### config.mk
export PLATFORM = sky130hd
export DESIGN_NAME = note_judge
export DESIGN_NICKNAME = d
export VERILOG_FILES = /design/src/rtl/note_judge_pkg.sv /design/src/rtl/judge_score_acc.sv /design/src/rtl/note_judge.sv
export SDC_FILE = /design/constraint.sdc
export NUM_CORES = 1
export LEC_CHECK = 0
export CAP_MARGIN = 30
export CORE_ASPECT_RATIO = 0.9
export CORE_MARGIN = 2
export CORE_UTILIZATION = 42
export DETAILED_ROUTE_END_ITERATION = 10
export GPL_ROUTABILITY_DRIVEN = 0
export MAX_ROUTING_LAYER = met4
export PLACE_DENSITY = 0.72
export REMOVE_ABC_BUFFERS = 1
export SLEW_MARGIN = 15
export SYNTH_ARGS = -nofsm -noshare
export SYNTH_HDL_FRONTEND = slang
export SYNTH_SLANG_ARGS = --single-unit
### constraint.sdc
create_clock -name clk -period 7.2 [get_ports clk]
set_clock_uncertainty 0.2 [all_clocks]
set_input_delay 1.44 -clock clk [delete_from_list [all_inputs] [get_ports clk]]
set_output_delay 1.44 -clock clk [all_outputs]
set_load 0.05 [all_outputs]
### src/rtl/note_judge_pkg.sv
// Shared definitions for the note judge: FSM encoding, scoring constants,
// combo bonus threshold and song length.
package note_judge_pkg;

  typedef enum logic [1:0] {
    ST_IDLE = 2'd0,
    ST_PLAY = 2'd1,
    ST_DONE = 2'd2
  } judge_state_e;

  localparam int BEAT_W_DEF      = 7;
  localparam int NOTE_W_DEF      = 6;
  localparam int KEY_W_DEF       = 4;
  localparam int SCORE_W_DEF     = 14;
  localparam int LAST_BEAT_DEF   = 96;
  localparam int PERFECT_PTS_DEF = 3;
  localparam int GOOD_PTS_DEF    = 1;

  // Pre-hit combo at which a perfect hit earns double points (bonus build only)
  localparam int BONUS_COMBO     = 10;

endpackage

### src/rtl/judge_score_acc.sv
// Score / combo / max-combo accumulator for the note judge.
// Optional build macro NOTE_JUDGE_COMBO_BONUS_EN: a perfect hit whose pre-hit
// combo is at least BONUS_COMBO scores 2*PERFECT_PTS instead of PERFECT_PTS.
module judge_score_acc
  import note_judge_pkg::*;
#(
  parameter int NOTE_W      = NOTE_W_DEF,
  parameter int SCORE_W     = SCORE_W_DEF,
  parameter int PERFECT_PTS = PERFECT_PTS_DEF,
  parameter int GOOD_PTS    = GOOD_PTS_DEF
) (
  input  logic               clk,
  input  logic               rst_n,
  input  logic               clear,
  input  logic               hit,
  input  logic               perfect,
  input  logic               miss,
  output logic [SCORE_W-1:0] score,
  output logic [NOTE_W-1:0]  combo,
  output logic [NOTE_W-1:0]  max_combo
);

  logic [SCORE_W-1:0] score_q, score_d;
  logic [NOTE_W-1:0]  combo_q, combo_d;
  logic [NOTE_W-1:0]  max_combo_q, max_combo_d;
  logic [NOTE_W-1:0]  base_combo;
  logic [SCORE_W-1:0] pts;
  logic [SCORE_W:0]   sum;

  // Next counter values; a miss in the same cycle as a hit is applied first
  always_comb begin
    score_d     = score_q;
    combo_d     = combo_q;
    max_combo_d = max_combo_q;
    base_combo  = miss ? '0 : combo_q;
    pts         = perfect ? SCORE_W'(PERFECT_PTS) : SCORE_W'(GOOD_PTS);
`ifdef NOTE_JUDGE_COMBO_BONUS_EN
    if (perfect && (base_combo >= NOTE_W'(BONUS_COMBO))) begin
      pts = SCORE_W'(2 * PERFECT_PTS);
    end
`endif
    sum = {1'b0, score_q} + {1'b0, pts};
    if (clear) begin
      score_d     = '0;
      combo_d     = '0;
      max_combo_d = '0;
    end else begin
      if (hit) begin
        combo_d = (base_combo == '1) ? base_combo : base_combo + NOTE_W'(1);
        score_d = sum[SCORE_W] ? '1 : sum[SCORE_W-1:0];
      end else if (miss) begin
        combo_d = '0;
      end
      if (combo_d > max_combo_q) begin
        max_combo_d = combo_d;
      end
    end
  end

  // Counter registers
  always_ff @(posedge clk or negedge rst_n) begin
    if (!rst_n) begin
      score_q     <= '0;
      combo_q     <= '0;
      max_combo_q <= '0;
    end else begin
      score_q     <= score_d;
      combo_q     <= combo_d;
      max_combo_q <= max_combo_d;
    end
  end

  assign score     = score_q;
  assign combo     = combo_q;
  assign max_combo = max_combo_q;

endmodule

### src/rtl/note_judge.sv
// Note judge: detects new notes, grades key presses as perfect/good/miss and
// runs the IDLE/PLAY/DONE game FSM. Counters live in judge_score_acc.
// Optional build macro NOTE_JUDGE_COMBO_BONUS_EN enables the combo bonus.
module note_judge
  import note_judge_pkg::*;
#(
  parameter int BEAT_W      = BEAT_W_DEF,
  parameter int NOTE_W      = NOTE_W_DEF,
  parameter int KEY_W       = KEY_W_DEF,
  parameter int SCORE_W     = SCORE_W_DEF,
  parameter int LAST_BEAT   = LAST_BEAT_DEF,
  parameter int PERFECT_PTS = PERFECT_PTS_DEF,
  parameter int GOOD_PTS    = GOOD_PTS_DEF
) (
  input  logic               clk,
  input  logic               rst_n,
  input  logic               start,
  input  logic [BEAT_W-1:0]  beat_cnt,
  input  logic [NOTE_W-1:0]  note_idx,
  input  logic [KEY_W-1:0]   note_key,
  input  logic               key_valid,
  input  logic [KEY_W-1:0]   key_code,
  output logic               hit_pulse,
  output logic               hit_perfect,
  output logic               miss_pulse,
  output logic [SCORE_W-1:0] score,
  output logic [NOTE_W-1:0]  combo,
  output logic [NOTE_W-1:0]  max_combo,
  output logic               playing,
  output logic               done
);

  localparam logic [BEAT_W-1:0] LAST = BEAT_W'(LAST_BEAT);

  judge_state_e      state_q, state_d;
  logic              pending_q, pending_d;
  logic              first_beat_q, first_beat_d;
  logic [KEY_W-1:0]  exp_key_q, exp_key_d;
  logic [NOTE_W-1:0] prev_idx_q, prev_idx_d;
  logic [BEAT_W-1:0] prev_beat_q, prev_beat_d;
  logic              hit_q, hit_d;
  logic              perfect_q, perfect_d;
  logic              miss_q, miss_d;
  logic              clear;
  logic              new_note;
  logic              cur_pending;
  logic              cur_first;
  logic [KEY_W-1:0]  cur_key;

  // FSM next state, note detection and grading of the pending note
  always_comb begin
    state_d      = state_q;
    pending_d    = pending_q;
    first_beat_d = first_beat_q;
    exp_key_d    = exp_key_q;
    prev_idx_d   = note_idx;
    prev_beat_d  = beat_cnt;
    hit_d        = 1'b0;
    perfect_d    = 1'b0;
    miss_d       = 1'b0;
    clear        = 1'b0;
    new_note     = 1'b0;
    cur_pending  = pending_q;
    cur_first    = first_beat_q;
    cur_key      = exp_key_q;
    case (state_q)
      ST_IDLE, ST_DONE: begin
        if (start) begin
          state_d      = ST_PLAY;
          clear        = 1'b1;
          pending_d    = 1'b0;
          first_beat_d = 1'b0;
        end
      end
      ST_PLAY: begin
        new_note = (note_idx != prev_idx_q) && (note_idx != '0);
        if (new_note) begin
          miss_d      = pending_q;
          cur_pending = 1'b1;
          cur_first   = 1'b1;
          cur_key     = note_key;
        end else if (beat_cnt != prev_beat_q) begin
          cur_first = 1'b0;
        end
        pending_d    = cur_pending;
        first_beat_d = cur_first;
        exp_key_d    = cur_key;
        if (key_valid && cur_pending) begin
          pending_d = 1'b0;
          if (key_code == cur_key) begin
            hit_d     = 1'b1;
            perfect_d = cur_first;
          end else begin
            miss_d = 1'b1;
          end
        end
        if ((prev_beat_q == LAST) && (beat_cnt != LAST)) begin
          state_d = ST_DONE;
          if (pending_d) begin
            miss_d = 1'b1;
          end
          pending_d = 1'b0;
        end
      end
      default: state_d = ST_IDLE;
    endcase
  end

  // Judge state and registered judgement pulses
  always_ff @(posedge clk or negedge rst_n) begin
    if (!rst_n) begin
      state_q      <= ST_IDLE;
      pending_q    <= 1'b0;
      first_beat_q <= 1'b0;
      exp_key_q    <= '0;
      prev_idx_q   <= '0;
      prev_beat_q  <= '0;
      hit_q        <= 1'b0;
      perfect_q    <= 1'b0;
      miss_q       <= 1'b0;
    end else begin
      state_q      <= state_d;
      pending_q    <= pending_d;
      first_beat_q <= first_beat_d;
      exp_key_q    <= exp_key_d;
      prev_idx_q   <= prev_idx_d;
      prev_beat_q  <= prev_beat_d;
      hit_q        <= hit_d;
      perfect_q    <= perfect_d;
      miss_q       <= miss_d;
    end
  end

  judge_score_acc #(
    .NOTE_W     (NOTE_W),
    .SCORE_W    (SCORE_W),
    .PERFECT_PTS(PERFECT_PTS),
    .GOOD_PTS   (GOOD_PTS)
  ) u_acc (
    .clk      (clk),
    .rst_n    (rst_n),
    .clear    (clear),
    .hit      (hit_d),
    .perfect  (perfect_d),
    .miss     (miss_d),
    .score    (score),
    .combo    (combo),
    .max_combo(max_combo)
  );

  assign hit_pulse   = hit_q;
  assign hit_perfect = perfect_q;
  assign miss_pulse  = miss_q;
  assign playing     = (state_q == ST_PLAY);
  assign done        = (state_q == ST_DONE);

endmodule

---- Word level (Yosys, flattened, before mapping) ----
Index checks and enable logic that the tools add are counted.
word-level totals
  logic and storage cells ................. 76
  memories kept ........................... 0
  bits in read-only memories .............. 0
  bits in writable memories ............... 0
  bits in registers ....................... 50
  bits of input ports ..................... 25
  latch bits .............................. 0
cells by class
  bitwise logic cells ..................... 0
  $mul .................................... 0
  add/sub/neg operators ................... 2
  reductions and logical operators ........ 11
  shift operators ......................... 0
  eq/ne operators ......................... 10
  order comparisons ....................... 1
  multiplexer cells ....................... 40
  divide/modulo/power cells ............... 0
operators by type and width
  operator                                                count
  two-way mux 14 bit                                      3
  two-way mux 6 bit                                       7
  two-way mux 1 bit                                       22
  adder 14 x 14 -> 15 bit                                 1
  two-way mux 4 bit                                       2
  equality test 7 bit (second input constant)             1
  inequality test 7 bit                                   1
  inequality test 7 bit (second input constant)           1
  adder 6 x 1 -> 6 bit (second input constant)            1
  equality test 6 bit (second input constant)             1
  greater-than comparator 6 bit                           1
  two-way mux 2 bit                                       3
  inequality test 6 bit                                   1
  nonzero test 2 bit                                      3
  nonzero test 6 bit                                      1
  equality test 4 bit                                     1
  case mux 1 bit (2 select lines)                         2
  case mux 2 bit (2 select lines)                         1
  AND reduction 2 bit                                     2
  logical AND 1 bit                                       3
  equality test 2 x 1 -> 1 bit (second input constant)    1
  equality test 2 bit (second input constant)             1
  zero test 2 bit                                         1
  inequality test 2 x 1 -> 1 bit (second input constant)  1
  other kinds (2)                                         2

---- Logic depth before layout (Yosys ltp) ----
  depth after elaboration ................. 18
  mapped depth ............................ 24

---- Hierarchy ----
A second synthesis with hierarchy kept.
unflattened totals
  cell total of the unflattened synthesis .. 268
  area, all modules ....................... 2766.4 um2
by module, submodules not included
  module           area an instance (um2)  cells each  instances
  judge_score_acc  1627.8                  168         1
  note_judge       1138.6                  100         1

---- Worst setup path before layout ----
No wires, ideal clock.
  kind .................................... input-to-reg
  from .................................... input beat_cnt[0]
  to ...................................... register u_acc.max_combo_q[3] (netlist: u_acc.max_combo[3])
  required time ........................... 6899 ps
  setup slack ............................. 1859 ps
  cell stages on the path ................. 24
  arrival ................................. 5040 ps
  cell sequence ........................... or3_4 -> nor4_4 -> o21bai_2 -> nand3_1 -> a31o_2 -> buf_6 -> and2_1 -> ha_1 -> nand4_1 -> inv_1 -> o311ai_0 -> a211oi_1 -> nand2b_1 -> nand3_1 -> and2_1 -> ha_1 -> inv_1 -> a21o_1 -> a21oi_1 -> o21ai_0 -> o21a_1 -> clkbuf_1 -> nand3_1 -> o32ai_1
between the ends
  word-level cells in the longest chain between the ends .. 11
  elaborated cells between the ends (all ways) .. 14
  those cells by class .................... 1 x add/sub; 1 x order compare; 2 x eq/ne; 8 x mux; 2 x reduce/logical
RTL lines
  element                                                             line                                          text
  start: declaration                                                  note_judge.sv:18                              input logic [BEAT_W-1:0] beat_cnt,
  inequality test 7 bit *                                             note_judge.sv:97                              if ((prev_beat_q == LAST) && (beat_cnt != LAST)) begin
  logical AND 1 bit *                                                 note_judge.sv:97
  two-way mux 1 bit *                                                 note_judge.sv:97
  two-way mux 1 bit *                                                 note_judge.sv:66                              case (state_q)
  two-way mux 6 bit *                                                 judge_score_acc.sv:35, judge_score_acc.sv:51
  adder 6 x 1 -> 6 bit or equality test 6 bit (tied branches)         judge_score_acc.sv:49                         combo_d = (base_combo == '1) ? base_combo : base_combo + NOTE_W'(1);
  two-way mux 6 bit                                                   judge_score_acc.sv:49
  two-way mux 6 bit *                                                 judge_score_acc.sv:48                         if (hit) begin
  two-way mux 6 bit *                                                 judge_score_acc.sv:43                         if (clear) begin
  greater-than comparator 6 bit or two-way mux 6 bit (tied branches)  judge_score_acc.sv:54                         if (combo_d > max_combo_q) begin
  nonzero test 2 bit (no line) or two-way mux 6 bit (tied branches)   -
  end signal: assignment                                              judge_score_acc.sv:69                         max_combo_q <= max_combo_d;
  end: declaration                                                    judge_score_acc.sv:25                         logic [NOTE_W-1:0] max_combo_q, max_combo_d;
Every way passes the cells marked *; elsewhere a longest branch is shown, timed or not. The select of a mux whose other input is x is not followed.
A chain may end at the register's enable or synchronous reset.

---- Worst setup path in the final report ----
  from .................................... input beat_cnt[0]
  to ...................................... register u_acc.max_combo_q[5] (netlist: u_acc.max_combo[5])
The elaborated chain is that of the path after synthesis.

==> run_summary.xml <==
<?xml version="1.0" encoding="UTF-8"?>
<metrics>
  <group name="synthesis">
    <metric name="yosysSeqAreaShare" unit="%">46.6</metric>
    <metric name="synthTopCellsByArea" unit="">sky130_fd_sc_hd__dfrtp_1, sky130_fd_sc_hd__xor2_1, sky130_fd_sc_hd__ha_1</metric>
    <metric name="yosys.area.top_type_share" unit="%">46.6</metric>
    <metric name="yosys_register_bits" unit="">50</metric>
    <metric name="synth-compound-area-share" unit="%">15.5</metric>
    <metric name="synthMostInstantiatedCell" unit="">sky130_fd_sc_hd__dfrtp_1</metric>
    <metric name="yosys_most_used_dff" unit="">sky130_fd_sc_hd__dfrtp_1</metric>
    <metric name="post_synth_instance_area" unit="sq um">2680</metric>
    <metric name="post_synth_mux_area_share" unit="%">3.36</metric>
    <metric name="synth_adder_area_share" unit="%">4.48</metric>
    <metric name="synth-async-reset-ratio" unit="%">100</metric>
    <metric name="syn-instance-count" unit="">266</metric>
    <metric name="post_synth_num_cell_types" unit="">49</metric>
    <metric name="ys_top_cells_by_count" unit="">sky130_fd_sc_hd__dfrtp_1, sky130_fd_sc_hd__nand2_1, sky130_fd_sc_hd__nor2_1</metric>
    <metric name="ys.warnings.count" unit="">0</metric>
    <metric name="synth-simple-area-share" unit="%">19.6</metric>
    <metric name="synth.largest_area_cell" unit="">sky130_fd_sc_hd__dfrtp_1</metric>
    <metric name="synth-xor-area-share" unit="%">6.86</metric>
    <metric name="synth_edf_count" unit="">0</metric>
    <metric name="syn_avg_cell_area" unit="sq um">10.1</metric>
    <metric name="largest_family_of_logic_cells_by_synthesized_area" unit="">simple AND/OR/NAND/NOR gates</metric>
  </group>
  <group name="grt">
    <metric name="global_route.overflow_total" unit="">0</metric>
    <metric name="grt_max_degree" unit="">51</metric>
    <metric name="grt_pass1_wl" unit="mm">10.1</metric>
    <metric name="global_route.usage.total" unit="%">18.8</metric>
    <metric name="antenna_violations_before_repair" unit="">0</metric>
    <metric name="grt_pass1_vias" unit="">2080</metric>
  </group>
  <group name="setup_path">
    <metric name="cp-end-kind" unit="">register</metric>
    <metric name="timing.critical_path.required" unit="ns">7.20</metric>
    <metric name="critical_path.cell_chain" unit="">clkdlybuf4s50_1 -&gt; or3_4 -&gt; nor4_4 -&gt; o21bai_2 -&gt; nand3_1 -&gt; a31o_2 -&gt; and2_1 -&gt; ha_1 -&gt; nand4_1 -&gt; inv_1 -&gt; o311ai_0 -&gt; a211oi_1 -&gt; nand2b_1 -&gt; nand3_1 -&gt; and2_1 -&gt; ha_1 -&gt; inv_1 -&gt; a21o_1 -&gt; a21oi_1 -&gt; o21ai_0 -&gt; o21a_1 -&gt; nand2_1 -&gt; o32ai_1</metric>
    <metric name="worst_path_largest_cell_delay" unit="ns">0.45</metric>
    <metric name="worstPathMaxFanout" unit="">11</metric>
    <metric name="slowest_stage" unit="">sky130_fd_sc_hd__clkdlybuf4s50_1</metric>
    <metric name="worst-endpoint-arrival" unit="ns">5.85</metric>
    <metric name="critical_path_startpoint_category" unit="">input port</metric>
    <metric name="criticalPathCategory" unit="">input port to register</metric>
  </group>
  <group name="sta">
    <metric name="timing.final.max_slew_violations" unit="">0</metric>
    <metric name="slew-limit-headroom" unit="%">57.4</metric>
    <metric name="finalCritPeriodShare" unit="%">81.3</metric>
    <metric name="setup_violations" unit="">0</metric>
    <metric name="final.setup.tns" unit="ns">0</metric>
    <metric name="unrepaired_setup_endpoints_after_global_routing" unit="">false</metric>
    <metric name="final_worst_path_period_need" unit="ns">5.85</metric>
    <metric name="peak_clock_frequency_supported_by_timing" unit="MHz">171</metric>
    <metric name="timing_worst_slew_pin_value" unit="ns">0.637</metric>
    <metric name="final_hold_viol_count" unit="">0</metric>
  </group>
  <group name="clock_tree">
    <metric name="cts_tree" unit="">done</metric>
    <metric name="clk_root_buffer_cell" unit="">sky130_fd_sc_hd__clkbuf_8</metric>
    <metric name="cts_buffer_depth" unit="">2</metric>
    <metric name="cts_setup_buffers" unit="">0</metric>
    <metric name="cts.htree.levels" unit="">2</metric>
    <metric name="path_clk_slew" unit="ns">0.09</metric>
    <metric name="clock_insertion_delay_at_the_later_pin_of_the_skew_report" unit="ns">0.30</metric>
    <metric name="cts_inserted_buffers" unit="">5</metric>
    <metric name="numClockSinks" unit="">50</metric>
    <metric name="cts_resized" unit="">0</metric>
    <metric name="ctsHoldBuffers" unit="">0</metric>
  </group>
  <group name="final_layout">
    <metric name="drive_gt1_share" unit="%">8.33</metric>
    <metric name="post-route-cell-area" unit="sq um">3410</metric>
    <metric name="growth_of_design_area_from_synthesis_to_finish" unit="%">27.1</metric>
    <metric name="final_net_count" unit="">357</metric>
    <metric name="antenna_diode_instance_count" unit="">0</metric>
    <metric name="final-instance-count-excl-fill" unit="">411</metric>
    <metric name="final_util" unit="%">55.4</metric>
  </group>
  <group name="power_and_ir_drop">
    <metric name="power_switching" unit="uW">296</metric>
    <metric name="relative_contribution_of_combinational_cells_to_total_power" unit="%">35.0</metric>
    <metric name="power.internal" unit="uW">495</metric>
    <metric name="switching_share" unit="%">37.5</metric>
    <metric name="p_per_area" unit="nW/um^2">232</metric>
    <metric name="sequentialPowerShare" unit="%">43.4</metric>
    <metric name="static-leakage-power" unit="nW">1.47</metric>
    <metric name="vdd.ir_drop.worst" unit="mV">0.0937</metric>
    <metric name="fraction_of_power_consumed_by_the_clock_network" unit="%">21.6</metric>
  </group>
  <group name="floorplanning">
    <metric name="dieArea" unit="sq um">7040</metric>
    <metric name="floorplan.die.width" unit="um">88.2</metric>
    <metric name="top_level_ports" unit="">56</metric>
    <metric name="row_count" unit="">27</metric>
    <metric name="start_util" unit="%">43.6</metric>
    <metric name="die_height" unit="um">79.8</metric>
    <metric name="floorplan.core_area" unit="sq um">6150</metric>
  </group>
  <group name="hold_path">
    <metric name="hold_path.class" unit="">register to register</metric>
  </group>
  <group name="placement">
    <metric name="detailed_place.area" unit="sq um">3310</metric>
    <metric name="place.detailed.instances" unit="">403</metric>
    <metric name="io_buffers" unit="">55</metric>
    <metric name="detailed_placement_wirelength_estimate" unit="mm">4.38</metric>
  </group>
  <group name="routing">
    <metric name="met3WireLength" unit="um">317</metric>
    <metric name="initialDrtViolationCount" unit="">145</metric>
    <metric name="vias" unit="">2203</metric>
    <metric name="wire_per_inst" unit="um">14.4</metric>
    <metric name="finalWirelength" unit="mm">5.90</metric>
    <metric name="wl_met1" unit="mm">2.99</metric>
    <metric name="detail-route-antenna-nets" unit="">0</metric>
    <metric name="drc_errors" unit="">0</metric>
    <metric name="via_per_inst" unit="">5.36</metric>
    <metric name="top_layer_used" unit="">met4</metric>
    <metric name="met2RoutedLength" unit="mm">2.54</metric>
    <metric name="dr.pass1.iters" unit="">5</metric>
  </group>
  <group name="flow_run">
    <metric name="timing.max_cap.violations" unit="">0</metric>
  </group>
  <group name="status">
    <metric name="run_status" unit="">completed</metric>
  </group>
</metrics>
power by group through the flow:
stage / registers (mW) / logic (mW) / clock network [mW]
finish: 0.344 / 0.277 / 0.171
global route: 0.350 / 0.303 / 0.189
CTS: 0.344 / 0.278 / 0.177
detailed placement: 0.349 / 0.278 / 0
global placement: 0.349 / 0.270 / 0
floorplan: 0.402 / 0.124 / 0
routing by layer:
layer / track usage (%) / vias to the layer above
met5: - / -
li1: - / 1072
met3: 3.83 / 5
met2: 26.2 / 66
met4: 5.15 / 0
met1: 27.9 / 1060
cell type report:
type	instances	area [sq um]
Clock buffer	6	82.6
Clock inverter	2	12.5
Fill cell	564	2740
Inverter	14	52.6
Multi-Input combinational cell	195	1340
Sequential cell	50	1250
Tap cell	87	109
Timing Repair Buffer	57	564
worst max-delay path: cells and delay by family:
kind	cells	cell delay, ns
adders and majority gates	2	0.36
buffers and inverters	3	0.61
AOI/OAI and AO/OA	9	1.71
and+or+nand+nor	9	1.74
placed cells by master (no fill, tap or decap), types with 2 or more instances in the layout:
| cell type | instances |
|---|---|
| sky130_fd_sc_hd__a211oi_1 | 4 |
| sky130_fd_sc_hd__a21boi_0 | 2 |
| sky130_fd_sc_hd__a21o_1 | 4 |
| sky130_fd_sc_hd__a21oi_1 | 19 |
| sky130_fd_sc_hd__a31oi_1 | 7 |
| sky130_fd_sc_hd__a41o_1 | 2 |
| sky130_fd_sc_hd__and2_1 | 4 |
| sky130_fd_sc_hd__and3_1 | 2 |
| sky130_fd_sc_hd__clkbuf_8 | 6 |
| sky130_fd_sc_hd__clkdlybuf4s50_1 | 54 |
| sky130_fd_sc_hd__dfrtp_1 | 50 |
| sky130_fd_sc_hd__ha_1 | 8 |
| sky130_fd_sc_hd__inv_1 | 12 |
| sky130_fd_sc_hd__inv_2 | 2 |
| sky130_fd_sc_hd__mux2_2 | 4 |
| sky130_fd_sc_hd__mux2i_1 | 3 |
| sky130_fd_sc_hd__nand2_1 | 21 |
| sky130_fd_sc_hd__nand2b_1 | 6 |
| sky130_fd_sc_hd__nand3_1 | 11 |
| sky130_fd_sc_hd__nand4_1 | 8 |
| sky130_fd_sc_hd__nor2_1 | 20 |
| sky130_fd_sc_hd__nor3_1 | 8 |
| sky130_fd_sc_hd__nor4_1 | 3 |
| sky130_fd_sc_hd__nor4_2 | 2 |
| sky130_fd_sc_hd__nor4_4 | 2 |
| sky130_fd_sc_hd__nor4b_1 | 2 |
| sky130_fd_sc_hd__o21ai_0 | 11 |
| sky130_fd_sc_hd__o32ai_1 | 3 |
| sky130_fd_sc_hd__xnor2_1 | 2 |
| sky130_fd_sc_hd__xor2_1 | 19 |
state kept, by name, indices dropped and copies added, names as in the netlist:
signal	flops
prev_idx_q	6
u_acc.max_combo	6
prev_beat_q	7
pending_q	1
exp_key_q	4
first_beat_q	1
state_q	2
hit_pulse	1
miss_pulse	1
u_acc.score	14
u_acc.combo	6
hit_perfect	1
cell families after synthesis:
group                    after synthesis
XOR/XNOR                              21
AND/OR/NAND/NOR                       94
adder cells (fa/ha/maj)                9
multiplexers                           8
AO/OA/AOI/OAI                         63
buffers and inverters                 21
flip-flops                            50
final timing paths:
check | startpoint | endpoint | slack (ns) | cells after the start
hold reg to reg | exp_key_q[1] | exp_key_q[1] | 0.33 | 1
setup reg to reg | exp_key_q[0] | u_acc.max_combo[5] | 2.59 | 22
max in group asynchronous | rst_n | hit_perfect | 5.33 | 2
setup / recovery | beat_cnt[0] | u_acc.max_combo[5] | 1.35 | 23
min in group asynchronous | rst_n | exp_key_q[1] | 1.03 | 2
hold / removal | exp_key_q[1] | exp_key_q[1] | 0.33 | 1
per-stage QoR:
| stage | setup WS, ns | power (mW) | hold WS [ns] |
|---|---|---|---|
| after floorplan | 1.94 | 0.527 | 0.268 |
| after global placement | 1.19 | 0.618 | 0.307 |
| after detailed placement | 1.05 | 0.627 | 0.316 |
| after CTS | 1.37 | 0.799 | 0.338 |
| after global routing | 0.843 | 0.843 | 0.360 |
| final | 1.35 | 0.791 | 0.330 |
Power figures use the tool's default switching activity.
